## config.mk

```make
export PLATFORM = sky130hd
export DESIGN_NAME = brick_ram_sequencer
export DESIGN_NICKNAME = d
export VERILOG_FILES = /design/src/rtl/brick_ram_sequencer.sv
export SDC_FILE = /design/constraint.sdc
export NUM_CORES = 1
export LEC_CHECK = 0
export BUFFER_PORTS_ARGS = -buffer_cell sky130_fd_sc_hd__buf_2
export CAP_MARGIN = 20
export CORE_MARGIN = 2
export CORE_UTILIZATION = 35
export DETAILED_ROUTE_END_ITERATION = 16
export PLACE_DENSITY_LB_ADDON = 0.1
export SYNTH_ARGS = -nofsm -noshare
export SYNTH_HDL_FRONTEND = slang
export SYNTH_SLANG_ARGS = --single-unit
```

## constraint.sdc

```tcl
create_clock -name CLK_DRV -period 3.25 [get_ports CLK_DRV]
set_input_delay 0.975 -clock CLK_DRV [delete_from_list [all_inputs] [get_ports CLK_DRV]]
set_output_delay 0.975 -clock CLK_DRV [all_outputs]
set_load 0.1 [all_outputs]
```

## src/rtl/brick_ram_sequencer.sv

```systemverilog
// Arbiter for the 256x1 brick RAM: display reads, bank fill writes and hit read-modify-writes.
// Optional per-bank brick counters are built when BRICK_COUNT_EN is defined.
module brick_ram_sequencer #(
   parameter int ADDR_W    = 7,
   parameter int HIT_DEPTH = 2
) (
   input  logic              CLK_DRV,
   input  logic              RESET,
   input  logic              DISP_REQ,
   input  logic [ADDR_W-1:0] DISP_ADDR,
   input  logic              PLAYER,
   output logic              DISP_DATA,
   output logic              DISP_VALID,
   input  logic              HIT_REQ,
   input  logic [ADDR_W-1:0] HIT_ADDR,
   output logic              HIT_ACK,
   output logic              HIT_SCORE,
   output logic              HIT_OVF,
   input  logic              FILL_REQ,
   output logic              FILL_BUSY,
   output logic [ADDR_W:0]   RAM_ADDR,
   output logic              RAM_WE,
   output logic              RAM_DIN,
   input  logic              RAM_DOUT,
   output logic [ADDR_W:0]   BRICKS_LEFT,
   output logic              ALL_CLEAR
);
   // state  | meaning
   // IDLE   | waiting for a pending fill or a queued hit
   // FILL   | writing 1 to {fill_bank, fill_ctr}, one brick per granted cycle
   // HIT_RD | reading the brick addressed by the queue head
   // HIT_WR | clearing the brick if set, acknowledging and popping the hit
   typedef enum logic [1:0] {IDLE, FILL, HIT_RD, HIT_WR} state_t;

   localparam logic [1:0]        LAST_PTR  = 2'(HIT_DEPTH - 1);
   localparam logic [2:0]        DEPTH_CNT = 3'(HIT_DEPTH);
   localparam logic [ADDR_W-1:0] LAST_FILL = '1;

   state_t              state_q, state_d;
   logic [ADDR_W:0]     q_mem [4];
   logic [1:0]          rd_ptr, wr_ptr;
   logic [2:0]          q_cnt;
   logic [ADDR_W-1:0]   fill_ctr;
   logic                fill_bank, fill_pend;
   logic [ADDR_W:0]     last_addr;
   logic                disp_valid_q, hit_rd_q, hit_bit_q;

   logic                stall, fill_busy, fill_req_acc, fill_start, fill_last;
   logic                hit_blocked, q_full, push_ok, pop, hit_bit;
   logic [ADDR_W:0]     q_head;

   function automatic logic [1:0] ptr_inc(input logic [1:0] p);
      return (p == LAST_PTR) ? 2'd0 : p + 2'd1;
   endfunction

   assign stall        = DISP_REQ;
   assign fill_busy    = (state_q == FILL);
   assign fill_req_acc = FILL_REQ && !fill_busy && !fill_pend;
   assign fill_start   = (state_q == IDLE) && !stall && (fill_pend || fill_req_acc);
   assign fill_last    = fill_busy && !stall && (fill_ctr == LAST_FILL);
   // a fill request in the same cycle always wins over a hit request
   assign hit_blocked  = fill_busy || FILL_REQ || fill_start;
   assign q_full       = (q_cnt == DEPTH_CNT);
   assign q_head       = q_mem[rd_ptr];
   // RAM_DOUT is only the hit data in the first HIT_WR cycle; after a stall use the saved bit
   assign hit_bit      = hit_rd_q ? RAM_DOUT : hit_bit_q;
   assign pop          = (state_q == HIT_WR) && !stall;
   assign push_ok      = HIT_REQ && !hit_blocked && (!q_full || pop);

   assign HIT_OVF    = HIT_REQ && !hit_blocked && q_full && !pop;
   assign HIT_ACK    = pop;
   assign HIT_SCORE  = pop && hit_bit;
   assign FILL_BUSY  = fill_busy;
   assign DISP_VALID = disp_valid_q;
   assign DISP_DATA  = disp_valid_q && RAM_DOUT;

   always_comb begin
      state_d  = state_q;
      RAM_ADDR = last_addr;
      RAM_WE   = 1'b0;
      RAM_DIN  = 1'b0;
      if (stall) begin
         RAM_ADDR = {PLAYER, DISP_ADDR};
      end else begin
         case (state_q)
            IDLE: begin
               if (fill_pend || fill_req_acc)
                  state_d = FILL;
               else if (q_cnt != 3'd0 || push_ok)
                  state_d = HIT_RD;
            end
            FILL: begin
               RAM_ADDR = {fill_bank, fill_ctr};
               RAM_WE   = 1'b1;
               RAM_DIN  = 1'b1;
               if (fill_last)
                  state_d = IDLE;
            end
            HIT_RD: begin
               RAM_ADDR = q_head;
               state_d  = HIT_WR;
            end
            HIT_WR: begin
               RAM_ADDR = q_head;
               RAM_WE   = hit_bit;
               if (fill_pend || fill_req_acc)
                  state_d = IDLE;
               else if (q_cnt > 3'd1 || push_ok)
                  state_d = HIT_RD;
               else
                  state_d = IDLE;
            end
            default: state_d = IDLE;
         endcase
      end
   end

   always_ff @(posedge CLK_DRV) begin
      if (RESET) begin
         state_q      <= IDLE;
         last_addr    <= '0;
         disp_valid_q <= 1'b0;
         hit_rd_q     <= 1'b0;
         hit_bit_q    <= 1'b0;
         fill_ctr     <= '0;
         fill_pend    <= 1'b0;
         fill_bank    <= 1'b0;
         q_cnt        <= '0;
         rd_ptr       <= '0;
         wr_ptr       <= '0;
      end else begin
         state_q      <= state_d;
         last_addr    <= RAM_ADDR;
         disp_valid_q <= DISP_REQ;
         hit_rd_q     <= (state_q == HIT_RD) && !stall;
         if (state_q == HIT_WR)
            hit_bit_q <= hit_bit;
         if (fill_busy && !stall)
            fill_ctr <= fill_ctr + ADDR_W'(1);
         if (fill_start)
            fill_pend <= 1'b0;
         else if (fill_req_acc)
            fill_pend <= 1'b1;
         if (fill_req_acc)
            fill_bank <= PLAYER;
         if (fill_start) begin
            q_cnt  <= '0;
            rd_ptr <= '0;
            wr_ptr <= '0;
         end else begin
            if (push_ok)
               wr_ptr <= ptr_inc(wr_ptr);
            if (pop)
               rd_ptr <= ptr_inc(rd_ptr);
            q_cnt <= q_cnt + 3'(push_ok) - 3'(pop);
         end
      end
   end

   always_ff @(posedge CLK_DRV) begin
      if (push_ok && !RESET)
         q_mem[wr_ptr] <= {PLAYER, HIT_ADDR};
   end

`ifdef BRICK_COUNT_EN
   localparam logic [ADDR_W:0] FULL_CNT = {1'b1, {ADDR_W{1'b0}}};

   logic [1:0][ADDR_W:0] cnt_q, cnt_d;
   logic [ADDR_W:0]      bricks_q;
   logic                 all_clear_q;

   always_comb begin
      cnt_d = cnt_q;
      if (fill_last)
         cnt_d[fill_bank] = FULL_CNT;
      if (HIT_SCORE && cnt_q[q_head[ADDR_W]] != '0)
         cnt_d[q_head[ADDR_W]] = cnt_q[q_head[ADDR_W]] - (ADDR_W+1)'(1);
   end

   always_ff @(posedge CLK_DRV) begin
      if (RESET) begin
         cnt_q       <= '0;
         bricks_q    <= '0;
         all_clear_q <= 1'b1;
      end else begin
         cnt_q       <= cnt_d;
         bricks_q    <= cnt_d[PLAYER];
         all_clear_q <= (cnt_d[PLAYER] == '0);
      end
   end

   assign BRICKS_LEFT = bricks_q;
   assign ALL_CLEAR   = all_clear_q;
`else
   assign BRICKS_LEFT = '0;
   assign ALL_CLEAR   = 1'b0;
`endif

endmodule
```

# Yosys cells after proc, flatten, opt, wreduce, memory -nomap -nowiden
# Memories as Yosys holds them, arrays and structs flattened. A register that Yosys moved wholly into a read port is not among the register bits.
# Index checks and enable logic that the tools add are counted.
[totals] regBits=29 ramBits=32 in_bits=21 output_inout_bits=25 elab_cells=80 mem_count=1
[op_classes] addsub=5 order_cmp=1 eq_ne=9 muxes=19 bitwise_logic=1 reduce_logical=33
[memory_table] memory="q_mem" words=4 word_bits=8 rd=1 rd_ports_with_merged_regs=1 write_ports=1 line="40" source="logic [ADDR_W:0] q_mem [4];"
[ops] op="2-bit two-way mux" count=9
[ops] op="8-bit case mux with 2 select lines" count=1
[ops] op="1-bit logical AND" count=15
[ops] op="8-bit two-way mux" count=1
[ops] op="2-bit case mux with 4 select lines" count=1
[ops] op="7-bit by 1-bit adder with 7-bit output, second input constant" count=1
[ops] op="7-bit == test, second input constant" count=1
[ops] op="1-bit logical NOT" count=7
[ops] op="2-bit by 1-bit == test with 1-bit output, second input constant" count=3
[ops] op="1-bit logical OR" count=6
[ops] op="1-bit two-way mux" count=6
[ops] op="2-bit by 1-bit adder with 2-bit output, second input constant" count=2
[ops] op="2-bit == test, second input constant" count=2
[ops] op="2-bit OR reduction" count=2
[ops] op="3-bit by 1-bit adder with 3-bit output" count=1
[ops] op="3-bit by 2-bit == test with 1-bit output, second input constant" count=1
[ops] op="3-bit by 1-bit greater-than comparator with 1-bit output, second input constant" count=1
[ops] op="3-bit by 1-bit inequality test with 1-bit output, second input constant" count=1
[ops] op="3-bit AND reduction" count=1
[ops] op="3-bit nonzero test" count=1
[ops] op="3-bit by 1-bit subtractor with 3-bit output" count=1
[ops] op="2-bit logical NOT" count=1
[ops] op="2-bit by 1-bit inequality test with 1-bit output, second input constant" count=1
[ops] op="1-bit case mux with 2 select lines" count=1
[ops] op="1-bit inverter" count=1

# Logic depth before layout (Yosys ltp)
[logic_depth] ltp_word=14 ltp_mapped=10 mapped_depth_nobuf=9

# Worst setup path after synthesis
# No wires, ideal clock.
[synth_timing] path_kind="input-to-output" startpoint="input port DISP_REQ" endpoint="output port RAM_WE" arrival_time_ns=3.261 required_time_ns=2.275 slack_ns=-0.986 cell_stages=4 n_path_buf=1 cell_sequence="buf_2 -> nand3b_4 -> nor2_1 -> or2_2"
[synth_via] elab_chain_cells=1
[synth_lines] item="start, declared" line="9" source="input logic DISP_REQ,"
[synth_lines] item="1-bit two-way mux" line="82" source="if (stall) begin"
[synth_lines] item="end, declared" line="22" source="output logic RAM_WE,"
# No other way between the ends.

# Worst setup path in the final report
[layout_timing] startpoint="register state_q[1]" endpoint="output port RAM_ADDR[7]"
[layout_via] elab_chain_cells=4 elab_cells_between_ends=6
[layout_lines] item="start, declared" line="39" source="state_t state_q, state_d;"
[layout_lines] item="start signal, assigned" line="132" source="state_q <= state_d;"
[layout_lines] item="2-bit == test" line="85" source="case (state_q)"
[layout_lines] item="2-bit OR reduction (no source line)"
[layout_lines] item="8-bit case mux with 2 select lines (*)" line="85"
[layout_lines] item="8-bit two-way mux (*)" line="82"
[layout_lines] item="end, declared" line="21" source="output logic [ADDR_W:0] RAM_ADDR,"
# Every way passes the cells marked *; elsewhere a longest branch is shown, timed or not.

==> impl_results.md <==
- Total die area: 9050 µm²
- Worst Setup Slack, final: 0.287 ns
- Final Skew: 0.00849 ns
- HPWL Detailed: 3850 µm
- Gr ovfl total: 0
- CP max FO: 10
- Synth Warn #: 0
- Tot GR Track Use: 13.2%
- CTS tree: yes
- Post-synth EDFFs: 32
- Max Fclk: 337 MHz
- DRC viols: 0
- Worst-Skew Late Latency: 0.33 ns
- Fin crit share: 91.2%
- Worst hold path class: reg2reg
- DR pass1 iterations: 6
- Worst path slowest cell: dfxtp_1
- First-pass GRT wire length: 8830 µm
- # port buffers: 36
- Pwr dens: 555 nW/µm²
- Startpoint types: flip-flop
- CP max stage delay: 0.73 ns
- GP Congestion: 0.720
- Root buffer selected by CTS: clkbuf_8
- Post-route ant nets: 0
- IO Pins: 46
- Drt total wl: 5450 µm
- Pre-CTS setup slack: 0.292 ns
- WS Path Type: reg2out
- Peak supply drop: 0.000240 V
- Placed insts: 369
- NumNets Final: 300
- DR iter-0 viols: 43
- Hold Buf Count CTS: 0
- CTS Buffer Depth: 2
- Num CTS Buffers: 9
- Antenna violations before repair: 0
- Core area: 8130 µm²
- Critical path, cell by cell: buf_4 -> a211oi_1 -> o31ai_4 -> buf_12
- RSZ-0062 raised after global routing: no
- Layout cell share with drive strength beyond 1: 33.2%
- CP endpoint kind: output pin
- Slew Limit Fails: 0
- Post-synthesis cell type count: 49
- Sequential share of the synthesized area: 54.4%
- Setup TNS: 0 ns
- Final core utilization: 43.9%
- Finished Layout Cells: 385
- Mapped cell area: 2910 µm²
- Final hold vios: 0
- Number of global-route vias before repair: 1,724
- Slew @ Worst Pin: 0.644 ns
- FFs w/ async S/R, synth: 0%
- Setup bufs post-CTS: 0
- Ant. Diodes: 0
- Max cap viols: 0
- Die width: 95.1 µm
- Post-synthesis average cell area: 12.6 µm²
- Pin count of the biggest net entering global routing: 28
- Via Count: 1,820
- Vias per std cell: 4.73
- Post-Syn Instances: 231
- Finish-stage setup viols: 0
- Worst-path clk slew: 0.08 ns
- #FFs+latches synth: 63
- CTS resizes: 0
- Status: completed
- Area growth syn-to-layout: 22.9%
- CP required: 2.27 ns
- Post-layout minimum cycle time: 2.96 ns
- Row cnt: 33
- CTS Sinks: 63
- Crit path arrival time: 1.99 ns
- Htree depth: 3
- Drt wl/cell: 14.1 µm
- P_leak: 1.35 nW
- Initial core utilization: 35.7%
- Rel. slew slack: 57.0%
- Top_reg_cell synth: edfxtp_1
- Die Ht: 95.1 µm
## report_power, final
| group | total [W] | switching (W) | internal (W) |
|---|---|---|---|
| clock | 0.000612 | 0.000328 | 0.000284 |
| combinational | 0.000470 | 0.000305 | 0.000164 |
| sequential | 0.000899 | 0.0000364 | 0.000862 |
## layout by cell type, fill, tap and decap left out, drive strengths merged, types with 3 or more instances in the layout
master / n
a21o: 3
a21oi: 3
and2: 3
and3: 4
buf: 46
clkbuf: 9
conb: 9
dfxtp: 31
edfxtp: 32
ha: 3
inv: 10
mux2: 7
mux2i: 11
mux4: 8
nand2: 15
nand3: 3
nor2: 17
nor2b: 14
nor3: 5
nor3b: 4
nor4: 4
o21ai: 8
xor2: 6
## metrics by stage
| stage | power (W) | hold slack (ns) | cell area (µm²) |
|---|---|---|---|
| global placement | 0.00139 | 0.467 | 3390 |
| floorplan | 0.00127 | 0.447 | 2950 |
| finish | 0.00198 | 0.492 | 3570 |
| detailed placement | 0.00139 | 0.469 | 3390 |
| global route | 0.00207 | 0.510 | 3570 |
| CTS | 0.00201 | 0.492 | 3570 |
## flip-flops by register name (all words and copies together) (netlist names), 2 cells and up, named ones only
register and count:
q_mem 32, last_addr 8, fill_ctr 7, q_cnt 3
rd_ptr 2, state_q 2, wr_ptr 2
## final timing paths
check	startpoint	endpoint	slack [ns]	cells past startpoint
setup / recovery	state_q[1]	RAM_ADDR[7]	0.29	4
hold reg to reg	rd_ptr[1]	rd_ptr[1]	0.49	1
hold / removal	rd_ptr[1]	rd_ptr[1]	0.49	1
setup reg to reg	state_q[0]	q_cnt[2]	0.76	10
## metal layers
layer | vias to the layer above | global-route usage [%] | routed length (µm)
li1 | 902 | - | -
met4 | 0 | 5.43 | 68
met3 | 6 | 3.16 | 206
met1 | 876 | 17.8 | 2620
met5 | - | 0 | 0
met2 | 36 | 20.4 | 2550
## cells in the mapped netlist, types with 2 or more instances
| cell | count | area, µm² |
|---|---|---|
| edfxtp_1 | 32 | 961 |
| dfxtp_1 | 31 | 621 |
| nor2_1 | 17 | 63.8 |
| nand2_1 | 13 | 48.8 |
| nor2b_1 | 13 | 81.3 |
| buf_4 | 11 | 82.6 |
| mux2i_1 | 11 | 110 |
| mux4_2 | 8 | 180 |
| inv_1 | 7 | 26.3 |
| mux2_2 | 7 | 78.8 |
| o21ai_1 | 7 | 35.0 |
| xor2_1 | 6 | 52.6 |
| nor3_1 | 5 | 25.0 |
| and3_1 | 4 | 25.0 |
| clkbuf_1 | 4 | 15.0 |
| a21o_1 | 3 | 22.5 |
| a21oi_1 | 3 | 15.0 |
| and2_1 | 3 | 18.8 |
| ha_1 | 3 | 37.5 |
| nand3_1 | 3 | 15.0 |
| nor3b_1 | 3 | 22.5 |
| buf_2 | 2 | 10.0 |
| buf_6 | 2 | 22.5 |
| nand2_2 | 2 | 12.5 |
| nand4_1 | 2 | 12.5 |
| nor4_1 | 2 | 12.5 |
| nor4_4 | 2 | 42.5 |
| nor4b_2 | 2 | 30.0 |
| or2_2 | 2 | 12.5 |
| xnor2_1 | 2 | 17.5 |
## logic make-up (layout without fill, tap and decap cells)
logic type / count (synthesis) / after routing / share of synthesized area, %
and+or+nand+nor: 79 / 79 / 17.3
AOI/OAI and AO/OA: 22 / 22 / 5.38
other: 1 / 9 / 0.129
DFF: 63 / 63 / 54.4
muxes: 26 / 26 / 12.7
adders and majority gates: 4 / 4 / 1.98
xor gates and xnor gates: 8 / 8 / 2.41
buffers and inverters: 28 / 69 / 5.68
## critical path, delay by kind of cell, from the launching register on
kind / cells / cell delay (ns)
AOI/OAI and AO/OA: 2 / 0.39
buffers and inverters: 2 / 0.52
DFF: 1 / 0.73
## cell type report
cell class,count,area [µm²]
inverter,7,26.3
sequential,63,1580
clock inverter,7,55.1
clock buffer,9,124
fill,771,4560
timing repair buffer,46,450
multi-input combinational,148,1200
tap,105,131
Note: power is estimated with default switching activity, not from simulation.
